`config.mk`:
```
export PLATFORM = sky130hd
export DESIGN_NAME = mem_port_arbiter
export DESIGN_NICKNAME = d
export VERILOG_FILES = /design/src/rtl/mem_arb_pkg.sv /design/src/rtl/mem_arb_pick.sv /design/src/rtl/mem_port_arbiter.sv
export SDC_FILE = /design/constraint.sdc
export NUM_CORES = 1
export LEC_CHECK = 0
export CAP_MARGIN = 20
export CORE_UTILIZATION = 43
export DETAILED_ROUTE_END_ITERATION = 6
export GPL_TIMING_DRIVEN = 1
export PLACE_DENSITY = 0.93
export SETUP_SLACK_MARGIN = 0.5
export SYNTH_ARGS = -nofsm -noshare
export SYNTH_HDL_FRONTEND = slang
export SYNTH_HIERARCHICAL = 1
export SYNTH_SLANG_ARGS = --single-unit
```
`constraint.sdc`:
```
create_clock -name clk -period 5.75 [get_ports clk]
set_input_delay 1.725 -clock clk [delete_from_list [all_inputs] [get_ports clk]]
set_output_delay 1.725 -clock clk [all_outputs]
set_load 0.02 [all_outputs]
```
`src/rtl/mem_arb_pkg.sv`:
```
// Shared definitions for the memory port arbiter: sequencer state encoding,
// requester identifiers and default bus widths.
package mem_arb_pkg;

    // Default memory geometry: 64 words of 32 bits.
    localparam int ADDR_W_DEF = 6;
    localparam int DATA_W_DEF = 32;

    // Access sequencer states; one transaction walks IDLE->ISSUE->CAPT->ACK.
    localparam logic [1:0] IDLE  = 2'd0;
    localparam logic [1:0] ISSUE = 2'd1;
    localparam logic [1:0] CAPT  = 2'd2;
    localparam logic [1:0] ACK   = 2'd3;

    // Requester identifiers, also the encoding of gnt_id.
    localparam logic [1:0] REQ_FETCH = 2'd0;
    localparam logic [1:0] REQ_DATA  = 2'd1;
    localparam logic [1:0] REQ_DBG   = 2'd2;

    // Number of requesters sharing the port.
    localparam int NUM_REQ = 3;

endpackage

```
`src/rtl/mem_arb_pick.sv`:
```
// Combinational winner select for the memory port arbiter.
// Debug is ranked by DBG_FIRST (top, or just below data). Between fetch and
// data the order is fixed (data first) unless MEM_ARB_RR_EN is defined, in
// which case the one granted most recently loses a tie.
module mem_arb_pick
    import mem_arb_pkg::*;
#(
    parameter bit DBG_FIRST = 1'b1
) (
    input  logic       f_req,
    input  logic       d_req,
    input  logic       g_req,
    input  logic       rr_last_data,
    output logic       valid,
    output logic [1:0] id
);

    logic [1:0] fd_id;

`ifndef MEM_ARB_RR_EN
    // The pointer only matters for round-robin; keep it visibly consumed.
    logic unused_rr;
    assign unused_rr = rr_last_data;
`endif

    // Resolve fetch versus data on their own.
    always_comb begin
        fd_id = REQ_FETCH;
`ifdef MEM_ARB_RR_EN
        if (f_req && d_req) begin
            fd_id = rr_last_data ? REQ_FETCH : REQ_DATA;
        end else if (d_req) begin
            fd_id = REQ_DATA;
        end
`else
        if (d_req) begin
            fd_id = REQ_DATA;
        end
`endif
    end

    // Slot debug into the order according to its rank.
    always_comb begin
        valid = f_req | d_req | g_req;
        id    = fd_id;
        if (DBG_FIRST) begin
            if (g_req) begin
                id = REQ_DBG;
            end
        end else begin
            if (g_req && !d_req) begin
                id = REQ_DBG;
            end
        end
    end

endmodule

```
`src/rtl/mem_port_arbiter.sv`:
```
// Three-way arbiter in front of a single-port synchronous memory with one
// cycle of read latency. A four-state sequencer captures the winning request
// in IDLE, drives the memory in ISSUE, loads read data at the end of CAPT and
// pulses the winner's ack during ACK.
// Optional feature macro: MEM_ARB_RR_EN (round-robin between fetch and data).
module mem_port_arbiter
    import mem_arb_pkg::*;
#(
    parameter int ADDR_W    = ADDR_W_DEF,
    parameter int DATA_W    = DATA_W_DEF,
    parameter bit DBG_FIRST = 1'b1
) (
    input  logic              clk,
    input  logic              Rst,
    input  logic              f_req,
    input  logic [ADDR_W-1:0] f_addr,
    output logic              f_ack,
    input  logic              d_req,
    input  logic              d_we,
    input  logic [ADDR_W-1:0] d_addr,
    input  logic [DATA_W-1:0] d_wdata,
    output logic              d_ack,
    input  logic              g_req,
    input  logic              g_we,
    input  logic [ADDR_W-1:0] g_addr,
    input  logic [DATA_W-1:0] g_wdata,
    output logic              g_ack,
    output logic [DATA_W-1:0] rdata,
    output logic [1:0]        gnt_id,
    output logic              busy,
    output logic              mem_en,
    output logic              mem_we,
    output logic [ADDR_W-1:0] mem_addr,
    output logic [DATA_W-1:0] mem_wdata,
    input  logic [DATA_W-1:0] mem_rdata
);

    logic [1:0]         state_reg;
    logic [1:0]         state_next;

    logic               pick_valid;
    logic [1:0]         pick_id;
    logic               rr_last_data;
    logic               grant;

    logic               sel_we;
    logic [ADDR_W-1:0]  sel_addr;
    logic [DATA_W-1:0]  sel_wdata;

    logic [1:0]         gnt_id_reg;
    logic               we_reg;
    logic [ADDR_W-1:0]  addr_reg;
    logic [DATA_W-1:0]  wdata_reg;
    logic [DATA_W-1:0]  rdata_reg;

    logic [NUM_REQ-1:0] ack_next;
    logic [NUM_REQ-1:0] ack_reg;

    mem_arb_pick #(
        .DBG_FIRST    (DBG_FIRST)
    ) u_pick (
        .f_req        (f_req),
        .d_req        (d_req),
        .g_req        (g_req),
        .rr_last_data (rr_last_data),
        .valid        (pick_valid),
        .id           (pick_id)
    );

    // A request is only ever committed from IDLE.
    assign grant = (state_reg == IDLE) && pick_valid;

    // Sequencer state register; reset abandons any access in flight.
    always_ff @(posedge clk or posedge Rst) begin
        if (Rst) begin
            state_reg <= IDLE;
        end else begin
            state_reg <= state_next;
        end
    end

    // Sequencer next state: wait in IDLE for a request, then a fixed walk.
    always_comb begin
        state_next = state_reg;
        case (state_reg)
            IDLE:    if (pick_valid) state_next = ISSUE;
            ISSUE:   state_next = CAPT;
            CAPT:    state_next = ACK;
            default: state_next = IDLE;
        endcase
    end

    // Sequencer outputs: the memory is only touched during ISSUE.
    always_comb begin
        mem_en    = 1'b0;
        mem_we    = 1'b0;
        mem_addr  = '0;
        mem_wdata = '0;
        if (state_reg == ISSUE) begin
            mem_en    = 1'b1;
            mem_we    = we_reg;
            mem_addr  = addr_reg;
            mem_wdata = wdata_reg;
        end
    end

    // Route the winner's fields towards the capture registers; fetch is read-only.
    always_comb begin
        sel_we    = 1'b0;
        sel_addr  = f_addr;
        sel_wdata = '0;
        case (pick_id)
            REQ_DATA: begin
                sel_we    = d_we;
                sel_addr  = d_addr;
                sel_wdata = d_wdata;
            end
            REQ_DBG: begin
                sel_we    = g_we;
                sel_addr  = g_addr;
                sel_wdata = g_wdata;
            end
            default: begin
                sel_we    = 1'b0;
                sel_addr  = f_addr;
                sel_wdata = '0;
            end
        endcase
    end

    // Capture the committed request; later changes on the request side are ignored.
    always_ff @(posedge clk or posedge Rst) begin
        if (Rst) begin
            gnt_id_reg <= REQ_FETCH;
            we_reg     <= 1'b0;
            addr_reg   <= '0;
            wdata_reg  <= '0;
        end else if (grant) begin
            gnt_id_reg <= pick_id;
            we_reg     <= sel_we;
            addr_reg   <= sel_addr;
            wdata_reg  <= sel_wdata;
        end
    end

    // Load read data at the end of CAPT; writes leave the last read value alone.
    always_ff @(posedge clk or posedge Rst) begin
        if (Rst) begin
            rdata_reg <= '0;
        end else if ((state_reg == CAPT) && !we_reg) begin
            rdata_reg <= mem_rdata;
        end
    end

    // One ack line per requester, armed on the cycle leading into ACK.
    generate
        for (genvar gi = 0; gi < NUM_REQ; gi++) begin : g_ack_sel
            assign ack_next[gi] = (state_reg == CAPT) && (gnt_id_reg == 2'(gi));
        end
    endgenerate

    // Registered acks, high only during ACK.
    always_ff @(posedge clk or posedge Rst) begin
        if (Rst) begin
            ack_reg <= '0;
        end else begin
            ack_reg <= ack_next;
        end
    end

`ifdef MEM_ARB_RR_EN
    logic rr_last_data_reg;

    // Remember whether data or fetch won last; starts as "data last" so fetch wins the first tie.
    always_ff @(posedge clk or posedge Rst) begin
        if (Rst) begin
            rr_last_data_reg <= 1'b1;
        end else if (grant && (pick_id != REQ_DBG)) begin
            rr_last_data_reg <= (pick_id == REQ_DATA);
        end
    end

    assign rr_last_data = rr_last_data_reg;
`else
    assign rr_last_data = 1'b1;
`endif

    assign f_ack  = ack_reg[REQ_FETCH];
    assign d_ack  = ack_reg[REQ_DATA];
    assign g_ack  = ack_reg[REQ_DBG];
    assign rdata  = rdata_reg;
    assign gnt_id = gnt_id_reg;
    assign busy   = (state_reg != IDLE);

endmodule
```
==> run summary, run 1 <==
The die boundary width came out at 96.1 um. The count of pins on the block boundary is 199. The core region is 8380 um^2. The number of nets produced by synthesis came out at 420.

Max-cap violations in this run came to 0. The dominant delay contributor by cell family on the critical path is buffers and inverters. The via count came out at 3132. The worst-case hold path end point is wdata_reg[24].

The required time of the critical path is 4.03 ns. Traced cell by cell, the critical path runs through inv_1 -> ha_1 -> buf_8 -> and2_1 -> clkdlybuf4s50_1. VDD sags by at most 0.224 mV. In this run the static leakage power is 2.52 nW.

After synthesis the cells add up to 3810 um^2. Counting instances, the worst hold path has a depth of 1. The startpoint identified for the worst register-to-register timing path is state_reg[0]. The violation count after the first detailed-route iteration came out at 135. Hold repair after CTS inserted 0 buffers. After clock tree synthesis, the setup repair step added 0 buffers. In this run the tightest slew margin relative to its limit is 45.6%.

TritonCTS built the clock tree. The via count of the first global-routing pass is 3203. The fraction of final layout cells sized beyond drive strength 1 came out at 13.8%. Setup repair after global routing left no endpoint under its margin. The share of the clock period used by the worst path after layout came out at 72.4%. The power density relative to cell area is 478 nW/um^2. The number of CTS-inserted buffers is 9. The overflow left after global routing came out at 0.

The number of cells upsized or downsized after cts is 0. The total number of cells along the worst setup path came out at 5. The via count normalized by instance count came out at 5.31. The flow ran to the end, and the final reports show no timing, DRC or antenna violations.

The post-placement cell count is 573. The initial antenna violation count came out at 0. The data arrival time at the worst-slack endpoint is 2.44 ns. The wire length of the first global-routing pass is 15.8 mm. Detailed placement ended at an HPWL of 7.69 mm.

The endpoint type of the worst setup path is an output port. The number of input and output port buffers inserted is 198. The worst register-to-register path ends at gnt_id[1].

Setup violations remaining at the end of the flow were counted as 0. The routed design has 10.3 mm of wire. The initial core utilization is 45.4%. After clock tree synthesis, the clock-pin slew on the worst setup and hold paths is 0.08 ns.

The total inserted antenna cells is 0. The source of the worst hold timing path is wdata_reg[24]. The min-delay analysis places its worst path in the category reg2reg.

Along the worst path, the maximum fanout reaches 21. The number of sinks handled by clock tree synthesis is 78. The largest net degree at the start of global routing came out at 42. The worst setup path is of the reg2out kind.

The delay of the slowest critical-path stage is 0.63 ns. The critical path startpoint category is a flop. The clock insertion delay at the later pin of the skew report is 0.34 ns. Among all stages on the critical path, the largest delay is contributed by sky130_fd_sc_hd__clkdlybuf4s50_1. For the finished layout, the period the worst path requires is 4.16 ns. The global-route total usage across every layer is 22.8%. Once detail routing completed, the nets flagged for antenna violations numbered 0. The worst clock skew on the final layout is 0.0128 ns. The y dimension of the die came out at 96.1 um. The detailed-route DRC error count is 0. The number of hold violations in the final report is 0. The number of warnings issued by yosys came out at 6.

The logic depth of the worst register-to-register path is 4. The highest clock frequency the design can meet is 240 MHz. The site row count came out at 33. The internal reg-to-reg setup slack is 3.62 ns. The area growth from synthesis to layout came out at 58.2%. In this run the deepest clock path goes through 2 buffers. The count of cells in the finished layout, fillers not included, comes to 590.

After the last flow step, the layout net total stands at 607. The congestion estimate from routability-driven global placement came to 0.732. The H-tree generated during clock tree synthesis spans 3 levels. The cell sitting at the root of the clock tree is a sky130_fd_sc_hd__clkbuf_8. Together, buffers and inverters on the worst path number 3. After routing, the total negative slack on setup checks comes to 0 ns. The die area came out at 9240 um^2. The per-cell routed wire length is 17.5 um. The first detailed-routing pass took 4 iterations. The post-synthesis cell count came out at 293. The number of max-slew violations in the final report came to 0.

Averaged over all synthesized cells, the footprint is 13.0 um^2. In this run the worst setup path begins at state_reg[1]. The transition at the pin with the smallest max-transition slack is 0.813 ns.
power breakdown:
group | internal, W | switching, W
logic | 0.000789 | 0.000648
registers | 0.000803 | 0.000149
clock network | 0.000291 | 0.000202
per-stage QoR:
step | hold slack (ns) | area, um^2 | total power, W | setup WS (ns) | util, %
3_5_place_dp | 0.467 | 5770 | 0.00239 | 1.63 | 68.8
4_1_cts | 0.490 | 6010 | 0.00290 | 1.31 | 71.7
3_3_place_gp | 0.462 | 5770 | 0.00234 | 1.73 | 68.8
2_1_floorplan | 0.448 | 3810 | 0.00187 | 2.03 | -
6_report | 0.484 | 6030 | 0.00288 | 1.59 | 71.9
5_1_grt | 0.503 | 6030 | 0.00305 | 1.45 | 71.9
cells in the final DEF (no fill, tap or decap), drive strengths merged, types with 5 or more instances in the layout:
cell,n
dfrtp,78
buf,5
ha,6
a221oi,6
a22oi,33
a21bo,6
nor2b,8
clkdlybuf4s50,198
clkbuf,9
and2,39
o31ai,6
o2bb2ai,33
mux2,35
inv,7
per-layer routing:
layer / global-route usage (%) / up-vias / routed length (um) / part of all wire, %
met2: 40.0 / 157 / 5150 / 50
met4: 8.33 / 0 / 196 / 1.9
met5: 0 / - / 0 / 0
met1: 26.3 / 1517 / 3960 / 38
met3: 6.40 / 14 / 1040 / 10
li1: - / 1444 / - / -
final cells by class:
type                            instances  area [um^2]
Fill cell                             560         2350
Timing Repair Buffer                  203         2030
Sequential cell                        78         1950
Multi-Input combinational cell        182         1650
Tap cell                              105          131
Clock buffer                            9          124
Clock inverter                          7          120
Inverter                                6         23.8
how the worst max path moves through the flow:
stage,slack [ns],end
2_1_floorplan,2.03,ack_reg[0]
3_3_place_gp,1.73,wdata_reg[0]
3_5_place_dp,1.63,wdata_reg[22]
4_1_cts,1.31,mem_addr[2]
5_1_grt,1.45,mem_wdata[9]
6_report,1.59,mem_addr[2]
No activity file was read; power rests on OpenSTA's default activity.
==> run 2: changes to the inputs <==
- CORE_UTILIZATION: 43 -> 40
- PLACE_DENSITY: 0.93 -> 0.88
- clock period: 5.75 -> 4 ns (I/O delays scaled with it)
==> run 2 against run 1 <==
Net effect: setup slack got worse by 0.90 ns; utilization decreased by 6.4 points; sequential cell count stayed put; die area increased by 7.3%; critical endpoint is now mem_wdata[5].
==> run summary, run 2 (synthesized netlist as in run 1, its figures left out) <==
The flow ran to the end, and the final reports show no timing, DRC or antenna violations. Once detailed placement completed, the half-perimeter wirelength came to 7.34 mm. The core region area is 9240 um^2. The final period demand of the worst path came out at 3.31 ns.

The headroom to the max-slew limit is 38.7%. The highest clock frequency the design can meet came out at 302 MHz. In this run switching power makes up 35.4% of total power.

In the routed layout, each cell is associated on average with a via count of 5.08. The detailed-route DRC error count is 0. The setup path with the least slack is of type reg2out. Registers are responsible for 33.8% of the overall power.

The required time of the critical path is 2.80 ns. The tree built by TritonCTS fans out to 78 sinks. Max-cap violations in this run came to 0.

Once layout is complete, the utilization of the core stands at 65.5%. The largest driver fanout on the critical path came out at 27. The clock network is responsible for 15.0% of the overall power.

The number of CTS-inserted buffers came out at 9. The H-tree was split into 3 levels. The worst-case IR drop observed on VDD is 0.356 mV.

The tightest min-delay check is of the reg2reg type. In the layout the commonest cells are sky130_fd_sc_hd__clkdlybuf4s50_1, sky130_fd_sc_hd__dfrtp_1, sky130_fd_sc_hd__and2_1. For this configuration, the core starts out at a cell density of 41.2%. The number of fill cells came out at 719.

The via count of the first global-routing pass came out at 3236. The number of buffers inserted by hold repair at cts is 0. The worst hold slack across all endpoints came out at 0.483 ns. The overflow left after global routing is 0. The first global-routing pass estimated 16.2 mm of wire.

The via count is 3132. The violation count after the first detailed-route iteration came out at 88. At the end of the flow, the number of nets in the layout was 609. In this run the core area contains 35 standard-cell rows. The data arrival time at the worst-slack endpoint is 2.11 ns. The transition at the pin with the smallest max-transition slack is 0.918 ns. The worst setup path is launched from a flop. The largest net degree at the start of global routing came out at 43.

Setup violations remaining at the end of the flow were counted as 0. The repair_antennas step left the layout with diodes totalling 0. The routed design has 10.2 mm of wire. The count of TritonRoute iterations in the first routing pass is 4. In the final timing run, aggregate negative setup slack is 0 ns. The share of the clock period used by the worst path after layout is 82.8%. In the final layout, the multi-input gates occupy 1660 um^2. The number of max-slew violations in the final report came out at 0.

The initial antenna violation count is 0. The internal reg-to-reg setup slack came out at 1.66 ns. In this run the power density over the cells is 670 nW/um^2. The global-route total usage across every layer is 20.7%. The per-cell routed wire length is 16.5 um. The y dimension of the die came out at 99.6 um. The library cell used most frequently in the layout, excluding fill and tap cells, is sky130_fd_sc_hd__clkdlybuf4s50_1. The internal power came out at 0.00262 W. The cell leakage power is 2.52 nW.

The clock transition at the registers of the reported paths is 0.08 ns. The post-CTS setup buffer count is 0. The TritonCTS clock tree is built.

The footprint of the flip-flops and latches is 1950 um^2. The die is 99.6 um wide. The post-placement cell count came out at 600. The finished layout holds 616 standard cells, fillers aside. At the end of routability-driven placement, the weighted congestion stood at 0.749.

The fraction of final layout cells sized beyond drive strength 1 came out at 14.4%. The count of pins on the block boundary came out at 199. Once detail routing completed, the nets flagged for antenna violations numbered 0. The power share of the combinational group came out at 51.2%. The power dissipated by switching net loads is 0.00143 W. The tree is rooted in a sky130_fd_sc_hd__clkbuf_8.

The worst clock skew on the final layout came out at 0.0160 ns. Setup repair after global routing left no endpoint under its margin. The endpoint type of the worst setup path is an output port. The number of input and output port buffers inserted came out at 198. Relative to the synthesized area, the layout overhead comes to 58.8%.

At the later pin of the worst-skew pair, clock insertion delay measures 0.34 ns. The die area came out at 9920 um^2. The maximum number of buffers from clock root to sink came out at 2. The number of hold violations in the final report is 0.
run 2: cell types whose count changed in the layout (fill, tap and decap cells not counted), sizes merged:
cell,change
inv,+1
clkinv,+1
buf,+2
bufinv,-2
clkbuf,+1
clkinvlp,-1
run 2: final timing paths:
kind | cells after the start | startpoint | to
min in group asynchronous | 2 | Rst | rdata[14]
max in group asynchronous | 3 | Rst | ack_reg[0]
max reg2reg | 5 | state_reg[0] | rdata[16]
max | 5 | state_reg[1] | mem_wdata[5]
min | 1 | wdata_reg[14] | wdata_reg[14]
min reg2reg | 1 | wdata_reg[14] | wdata_reg[14]
run 2: per-layer routing:
layer	GRT usage [%]	routed length [um]	vias up	share of wire [%]
met5	0	0	-	0
met3	4.99	700	15	6.9
met4	6.67	153	0	1.5
met1	27.1	4440	1524	44
met2	34.0	4860	142	48
li1	-	-	1451	-
run 2: critical path: stages, from the launching register on:
cell	delay [ns]
sky130_fd_sc_hd__dfrtp_1	0.41
sky130_fd_sc_hd__inv_1	0.09
sky130_fd_sc_hd__ha_2	0.33
sky130_fd_sc_hd__buf_12	0.20
sky130_fd_sc_hd__and2_1	0.15
sky130_fd_sc_hd__clkdlybuf4s50_1	0.61
run 2: layout make-up:
type                       count  share of cell area [%]
clock inverter                 6                    1.10
sequential                    78                    32.3
multi-input combinational    182                    27.5
inverter                       6                   0.393
timing repair buffer         205                    33.8
tap                          129                    2.67
clock buffer                  10                    2.28
run 2: through the flow:
stage	power (W)	cell area [um^2]	setup slack, ns
6_report	0.00405	6050	0.686
5_1_grt	0.00428	6050	0.519
4_1_cts	0.00408	6040	0.506
3_5_place_dp	0.00346	5830	0.285
3_3_place_gp	0.00340	5830	0.481
2_1_floorplan	0.00269	3810	0.805
run 2: repair_timing:
action	in CTS	in global routing
endpoints found under the hold margin	0	0
gates resized for setup	0	2
endpoints found under the setup margin	0	41
run 2: power groups by stage:
stage          sequential (W)  combinational, W  clock, W
2_1_floorplan         0.00156           0.00114         0
3_3_place_gp          0.00135           0.00204         0
3_5_place_dp          0.00137           0.00209         0
4_1_cts               0.00137           0.00209  0.000619
5_1_grt               0.00141           0.00222  0.000657
6_report              0.00137           0.00207  0.000606
